## src/rtl/cycle_sequencer.sv

```systemverilog
// cycle_sequencer: instruction-cycle sequencer for the Nandy core.
// Memory-class instructions (inst[7]=1) take two phases and all others take one.
// The block produces the retire strobe and waits on mem_rdy, forcing a retire
// with a bus_err pulse after TIMEOUT wait cycles. Between instructions it
// injects prioritised interrupts, where the lowest-indexed line wins.
//
// Ports:
//   clk, rst_n   clock, asynchronous active-low reset
//   inst         instruction register contents (bit 7 = memory class)
//   mem_rdy      memory access complete (looked at only in phase 1)
//   cli          return-from-interrupt decode; acts only when retiring
//   irq          interrupt request lines, synchronous to clk
//   cycle        phase bit to control (0 = first phase, 1 = second phase)
//   fetch_en     instruction retires; PC/IR advance at this edge
//   stall        phase 1 waiting on mem_rdy
//   int_take     interrupt entry cycle; PC mux selects vector
//   int_vec      index of interrupt being taken (valid with int_take)
//   in_svc       interrupt in service; further entries masked
//   bus_err      one-cycle pulse on a timeout retire
module cycle_sequencer #(
   parameter int TIMEOUT = 15,
   parameter int NIRQ    = 4
) (
   input  logic            clk,
   input  logic            rst_n,
   input  logic [7:0]      inst,
   input  logic            mem_rdy,
   input  logic            cli,
   input  logic [NIRQ-1:0] irq,
   output logic            cycle,
   output logic            fetch_en,
   output logic            stall,
   output logic            int_take,
   output logic [2:0]      int_vec,
   output logic            in_svc,
   output logic            bus_err
);

   typedef enum logic [1:0] {RST, PH0, PH1, INT} state_t;

   localparam logic [7:0] TMO = 8'(TIMEOUT);

   state_t          state, state_nxt;
   logic [7:0]      cnt, cnt_nxt;
   logic [NIRQ-1:0] pend, irq_q, pend_set, pend_clr;
   logic [2:0]      vec;
   logic            int_ok;

   // Lowest-indexed pending line has priority.
   always_comb begin
      vec = '0;
      for (int i = NIRQ - 1; i >= 0; i--)
         if (pend[i]) vec = 3'(i);
   end

   // Entry decision uses in_svc as it was before any same-cycle cli clear.
   // As a result, at least one instruction runs after a return.
   assign int_ok = (|pend) & ~in_svc;

   always_comb begin
      state_nxt = state;
      cnt_nxt   = cnt;
      fetch_en  = 1'b0;
      stall     = 1'b0;
      int_take  = 1'b0;
      int_vec   = '0;
      bus_err   = 1'b0;
      case (state)
         RST: state_nxt = PH0;
         PH0: begin
            if (inst[7]) begin
               state_nxt = PH1;
               cnt_nxt   = '0;
            end else begin
               fetch_en  = 1'b1;
               state_nxt = int_ok ? INT : PH0;
            end
         end
         PH1: begin
            if (mem_rdy) begin
               fetch_en  = 1'b1;
               state_nxt = int_ok ? INT : PH0;
            end else if (cnt < TMO) begin
               stall   = 1'b1;
               cnt_nxt = cnt + 8'd1;
            end else begin
               // Timeout: retire anyway and flag the bus error.
               fetch_en  = 1'b1;
               bus_err   = 1'b1;
               state_nxt = int_ok ? INT : PH0;
            end
         end
         INT: begin
            int_take  = 1'b1;
            fetch_en  = 1'b1;
            int_vec   = vec;
            state_nxt = PH0;
         end
         default: state_nxt = RST;
      endcase
   end

   assign cycle = (state == PH1);

   assign pend_set = irq & ~irq_q;
   assign pend_clr = int_take ? (NIRQ'(1) << vec) : '0;

   always_ff @(posedge clk or negedge rst_n) begin
      if (!rst_n) begin
         state  <= RST;
         cnt    <= '0;
         pend   <= '0;
         irq_q  <= '0;
         in_svc <= 1'b0;
      end else begin
         state <= state_nxt;
         cnt   <= cnt_nxt;
         irq_q <= irq;
         // A new edge wins over the clear of the line being taken.
         pend  <= (pend & ~pend_clr) | pend_set;
         if (int_take)
            in_svc <= 1'b1;
         else if (cli && fetch_en)
            in_svc <= 1'b0;
      end
   end

endmodule

```

## config.mk

```make
export PLATFORM = sky130hd
export DESIGN_NAME = cycle_sequencer
export DESIGN_NICKNAME = d
export VERILOG_FILES = /design/src/rtl/cycle_sequencer.sv
export SDC_FILE = /design/constraint.sdc
export NUM_CORES = 1
export LEC_CHECK = 0
export BUFFER_PORTS_ARGS = -buffer_cell sky130_fd_sc_hd__buf_2
export CAP_MARGIN = 25
export CORE_MARGIN = 10
export CORE_UTILIZATION = 37
export DETAILED_ROUTE_END_ITERATION = 6
export HOLD_SLACK_MARGIN = 0.03
export MAX_ROUTING_LAYER = met4
export PLACE_DENSITY_LB_ADDON = 0.05
export REMOVE_ABC_BUFFERS = 1
export SLEW_MARGIN = 10
export SYNTH_ARGS = -nofsm -noshare
export SYNTH_HDL_FRONTEND = slang
export SYNTH_SLANG_ARGS = --single-unit
export TNS_END_PERCENT = 5
```

## constraint.sdc

```tcl
create_clock -name clk -period 3.1 [get_ports clk]
set_clock_uncertainty 0.15 [all_clocks]
set_input_delay 0.31 -clock clk [delete_from_list [all_inputs] [get_ports clk]]
set_output_delay 0.31 -clock clk [all_outputs]
set_load 0.05 [all_outputs]
```

== Word-level counts from Yosys, hierarchy flattened ==
Cells that the tools add are included.

* Add/subtract/negate cells: 1
* $lt $le $gt $ge: 1
* Equality and inequality tests: 7
* Shift operators: 1
* Mux-type cells: 27
* Bitwise operators: 7
* Reduce and logical (&&, ||, !) cells: 7

{| class="wikitable"
|+ Operators with widths
! cell !! number
|-
| 8-bit two-way mux || 3
|-
| 8-bit one-hot mux with 2 select lines || 1
|-
| 2-bit two-way mux || 6
|-
| 1-bit two-way mux || 11
|-
| 3-bit two-way mux || 3
|-
| 8-bit by 1-bit adder with 8-bit output, second input constant || 1
|-
| 4-bit AND || 2
|-
| 8-bit by 4-bit < comparator with 1-bit output, second input constant || 1
|-
| 4-bit NOT || 2
|-
| 2-bit one-hot mux with 3 select lines || 1
|-
| 2-bit == test, second input constant || 2
|-
| 4-bit two-way mux || 1
|-
| 2-bit != test, second input constant || 2
|-
| 4-bit bitwise OR || 1
|-
| 4-bit AND reduction || 1
|-
| 2-bit nonzero test || 2
|-
| 4-bit OR reduction || 1
|-
| 1-bit by 3-bit left shift with 4-bit output, first input constant || 1
|-
| 3-bit != test, second input constant || 1
|-
| 1-bit one-hot mux with 3 select lines || 1
|-
| 2-bit by 1-bit == test with 1-bit output, second input constant || 1
|-
| 2-bit logical NOT || 1
|-
| 2-bit by 1-bit != test with 1-bit output, second input constant || 1
|-
| 2-bit OR reduction || 1
|-
| 3 further kinds || 3
|}

* Flip-flop bits (word level): 19
* Bits of input ports: 16
* Output and inout port bits: 9
* Logic and storage cells: 56

== Longest topological paths before layout ==
* Depth after elaboration: 9
* Depth in mapped cells: 4

== Worst setup path after synthesis ==
Ideal clock, no wire load.

* Path type: register -> output
* From: reg state[0]
* To: out int_vec[1]
* Arrival time: 2166 ps
* Data required time: 2640 ps
* Path slack: 474 ps
* Cell stages (with the launch flop): 4
* Cell sequence: dfrtp_1 > buf_2 > nand2_1 > nor4_1

* Longest elaborated chain between the ends: 2

{| class="wikitable"
|+ RTL lines
! what !! RTL line !! text
|-
| start: declaration || 43 || <nowiki>state_t state, state_nxt;</nowiki>
|-
| start signal: assignment || 116 || <nowiki>state <= state_nxt;</nowiki>
|-
| 2-bit == test || 68 || <nowiki>case (state)</nowiki>
|-
| 3-bit two-way mux || 68 ||
|-
| end: declaration || 34 || <nowiki>output logic [2:0] int_vec,</nowiki>
|}

Every way passes these cells.

== Final worst setup path ==
* From: reg cnt[6]
* To: out stall

* Longest elaborated chain between the ends: 4

{| class="wikitable"
|+ RTL lines
! what !! RTL line !! text
|-
| start: declaration || 44 || <nowiki>logic [7:0] cnt, cnt_nxt;</nowiki>
|-
| start signal: assignment || 117 || <nowiki>cnt <= cnt_nxt;</nowiki>
|-
| 8-bit by 4-bit < comparator with 1-bit output || 83 || <nowiki>end else if (cnt < TMO) begin</nowiki>
|-
| 1-bit two-way mux || 83 ||
|-
| 1-bit two-way mux || 80 || <nowiki>if (mem_rdy) begin</nowiki>
|-
| 1-bit two-way mux || 68 ||
|-
| end: declaration || 32 || <nowiki>output logic stall,</nowiki>
|}

Every way passes these cells.

==> results by group <==
Worst setup path
  • CP startpoint: cnt[6]
  • Slowest stage delay, CP: roughly 0.45 ns
  • Slowest-stage cell, CP: nor4_4
  • Critical path class: reg2out
  • Crit start category: flop
  • Crit path DAT: about 1.7 ns
  • R2r endpoint: state[0]
  • Reg-to-reg slack, setup: 1.58 ns
  • Required time of the critical path: ~2.6 ns
  • CP Cell Sequence: nor4_4 -> nand3_2 -> inv_1 -> buf_2
  • CP endpoint kind: output port
  • Path depth of the worst reg2reg path: 3
  • Critical path endpoint: stall
  • Worst r2r src: cnt[6]
  • CP Max Fanout: 6

Floorplan
  • Core Region: between 0.002 and 0.0025 sq mm
  • IO Pins: 25
  • Die Ht: 68.3 microns
  • Die Wd: a little under 70 microns
  • Row cnt: 17
  • Die area: 0.00466 sq mm
  • Starting Density: 39.0%

Power
  • VDD IR max: about 400 uV
  • Pwr/cell area: between 700 and 800 mW/mm^2
  • Leakage power: approximately 0.54 nW
  • Pwr Total: roughly 800 uW

Timing
  • Final worst setup slack: just over 0.9 ns
  • Period Utilization, post-route: between 70% and 80%
  • Final Hold Fails: 0
  • Tmin final: between 2 and 2.5 ns
  • Final setup violation count: 0
  • Final Max Slew Viols: 0
  • Setup TNS: 0 ns
  • FMAX: ~0.46 GHz
  • RSZ-0062 raised after global routing: false

Final layout
  • Share of post-route cells with drive strength above 1: a little under a quarter
  • Area grow syn2layout: 20.8%
  • Nets: approximately 120
  • Antenna diodes: 0
  • Final instance area: 0.00104 sq mm
  • Fill count: approximately 230
  • Final core utilization: roughly 47%

Drt
  • Remaining DRCs: 0
  • Wire length per cell: ~13 microns
  • DRT antenna net count: 0
  • WL final: between 1500 and 2000 microns
  • Via count: 626
  • Initial DRT Pass Iterations: 6
  • 1st-iter DRT viols: 71
  • Via density per instance: roughly 4.8

Placed design
  • Gpl congestion: between 0.7 and 0.8
  • Placed cell area: ~960 sq um
  • Post-Place Setup Slack: 1.22 ns
  • Post-detail-place hpwl: approximately 1200 microns
  • Port bufs: 16

GRT
  • Vias in the first global route: approximately 620
  • Initial antenna violation count: 0
  • First-pass GRT wire length: 2960 microns
  • Global-route usage over all layers: 8.72%
  • Largest net degree at the start of global routing: 20
  • GRT overflow: 0

Synth
  • Netlist cell types: 32
  • Synth Area per Inst: between 10 and 15 sq um
  • Cell taking the most area after synthesis: dfrtp_1
  • Post-Syn Instances: 80
  • Largest cells by area after synthesis: dfrtp_1 55%, mux2i_1 3.5%, inv_1 3.5%
  • Synth Register Bits: 19
  • Post-synthesis cell area: between 800 and 900 sq um
  • Sequential-to-total area share from yosys stat: between 50% and 60%
  • Synth warn: 0
  • Share of the synthesized area in the top cell type: 55.2%

CTS
  • Number of setup buffers added after CTS: 0
  • CTS Sinks: 19
  • CTS H-Tree Depth: 1
  • Largest buffer count on any clock path: 2
  • Worst-path clk slew: roughly 0.10 ns
  • Skew-Pair Late Insertion Delay: 0.29 ns
  • CTS tree: yes
  • TritonCTS Buffers: 3
  • Root Driver: clkbuf_4
  • # resized after CTS: 0

Run status
  • Outcome: complete, no violations

Worst hold path
  • Hold path cells: 2
  • Hold Path Class: in2reg

Run
  • Maxcap violations: 0
cell usage after synthesis (all sizes together):
library cell / number
inv: 8
nor3: 2
nand2b: 2
nor3b: 1
a32oi: 1
mux2i: 3
nand3b: 1
a21oi: 2
a21o: 1
o21ai: 4
o22ai: 1
nand4: 2
buf: 2
nor2b: 2
nor2: 3
xnor2: 1
and2: 5
and3: 2
a31oi: 2
ha: 1
o41ai: 1
a31o: 1
conb: 1
a21boi: 1
dfrtp: 19
nand2: 7
nand3: 2
nor4: 2
sequential cells by signal, indices dropped and copies added, names as in the netlist:
signal  flops
irq_q       4
cnt         8
state       2
in_svc      1
pend        4
per-stage QoR:
step | instances | hold WS [ns]
6_report | 131 | 0.0467
5_1_grt | 131 | 0.0394
4_1_cts | 131 | 0.0360
3_5_place_dp | 122 | 0.125
3_3_place_gp | 122 | 0.125
2_1_floorplan | 78 | -0.136
cell families after synthesis:
group / share of synthesized area, %
fa+ha+maj: 1.45
mux: 3.48
compound gates: 10.5
xor+xnor: 1.02
simple gates: 23.1
other cells: 0.435
flops: 55.2
buf+inv: 4.93
how the worst min path moves through the flow:
stage	from	endpoint	slack, ns
final	cli	in_svc	0.05
after global routing	cli	in_svc	0.04
after CTS	cli	in_svc	0.04
after detailed placement	rst_n	pend[2]	0.13
after global placement	rst_n	irq_q[3]	0.13
after floorplan	rst_n	cnt[0]	-0.14
power by group:
part	total (mW)	switching [mW]	internal [mW]	leakage, nW
combinational	0.311	0.215	0.0968	0.295
sequential	0.355	0.0620	0.293	0.232
clock	0.121	0.0713	0.0500	0.0150
total	0.788	0.348	0.440	0.541
critical path, delay by kind of cell (launching register included):
family,cells,cell delay [ns]
simple gates,2,0.67
flops,1,0.41
buf+inv,2,0.35
cells in the final DEF, fill, tap and decap left out:
master,count
a31oi_1,2
dlygate4sd3_1,5
a21oi_1,2
nand3_2,1
mux2i_1,3
nor3_1,2
nor2_1,3
nand3b_1,1
a21boi_0,1
nand3_1,1
nand2b_1,2
buf_2,16
xnor2_1,1
dfrtp_1,19
and3_1,2
nand2_1,7
ha_1,1
clkbuf_4,3
o41ai_1,1
o21ai_0,4
nor4_4,1
nand4_1,2
nor4_1,1
nor3b_4,1
inv_1,8
and2_2,1
and2_1,4
nor2b_1,2
a21o_1,1
a32oi_1,1
o22ai_1,1
a31o_2,1
clkbuf_1,1
conb_1,1
routing by layer:
| metal | vias to the layer above | part of all wire, % | track usage (%) |
|---|---|---|---|
| met5 | - | 0 | - |
| met4 | 0 | 0.84 | 4.52 |
| met3 | 2 | 6.5 | 2.94 |
| met2 | 17 | 42 | 11.9 |
| met1 | 284 | 50 | 11.1 |
| li1 | 323 | - | - |
what timing repair did:
| item | 4_1_cts | 5_1_grt |
|---|---|---|
| endpoints found under the hold margin | 23 | 0 |
| hold buffers | 5 | 0 |
| setup endpoints to repair | 0 | 0 |
layout make-up:
cell class,count,area (sq um),area share (%)
inverter,8,30.0,2.88
tap,28,35.0,3.37
sequential,19,475,45.7
clock buffer,4,26.3,2.52
timing repair buffer,21,130,12.5
multi-input combinational,51,344,33.1
Note: power is estimated with default switching activity, not from simulation.
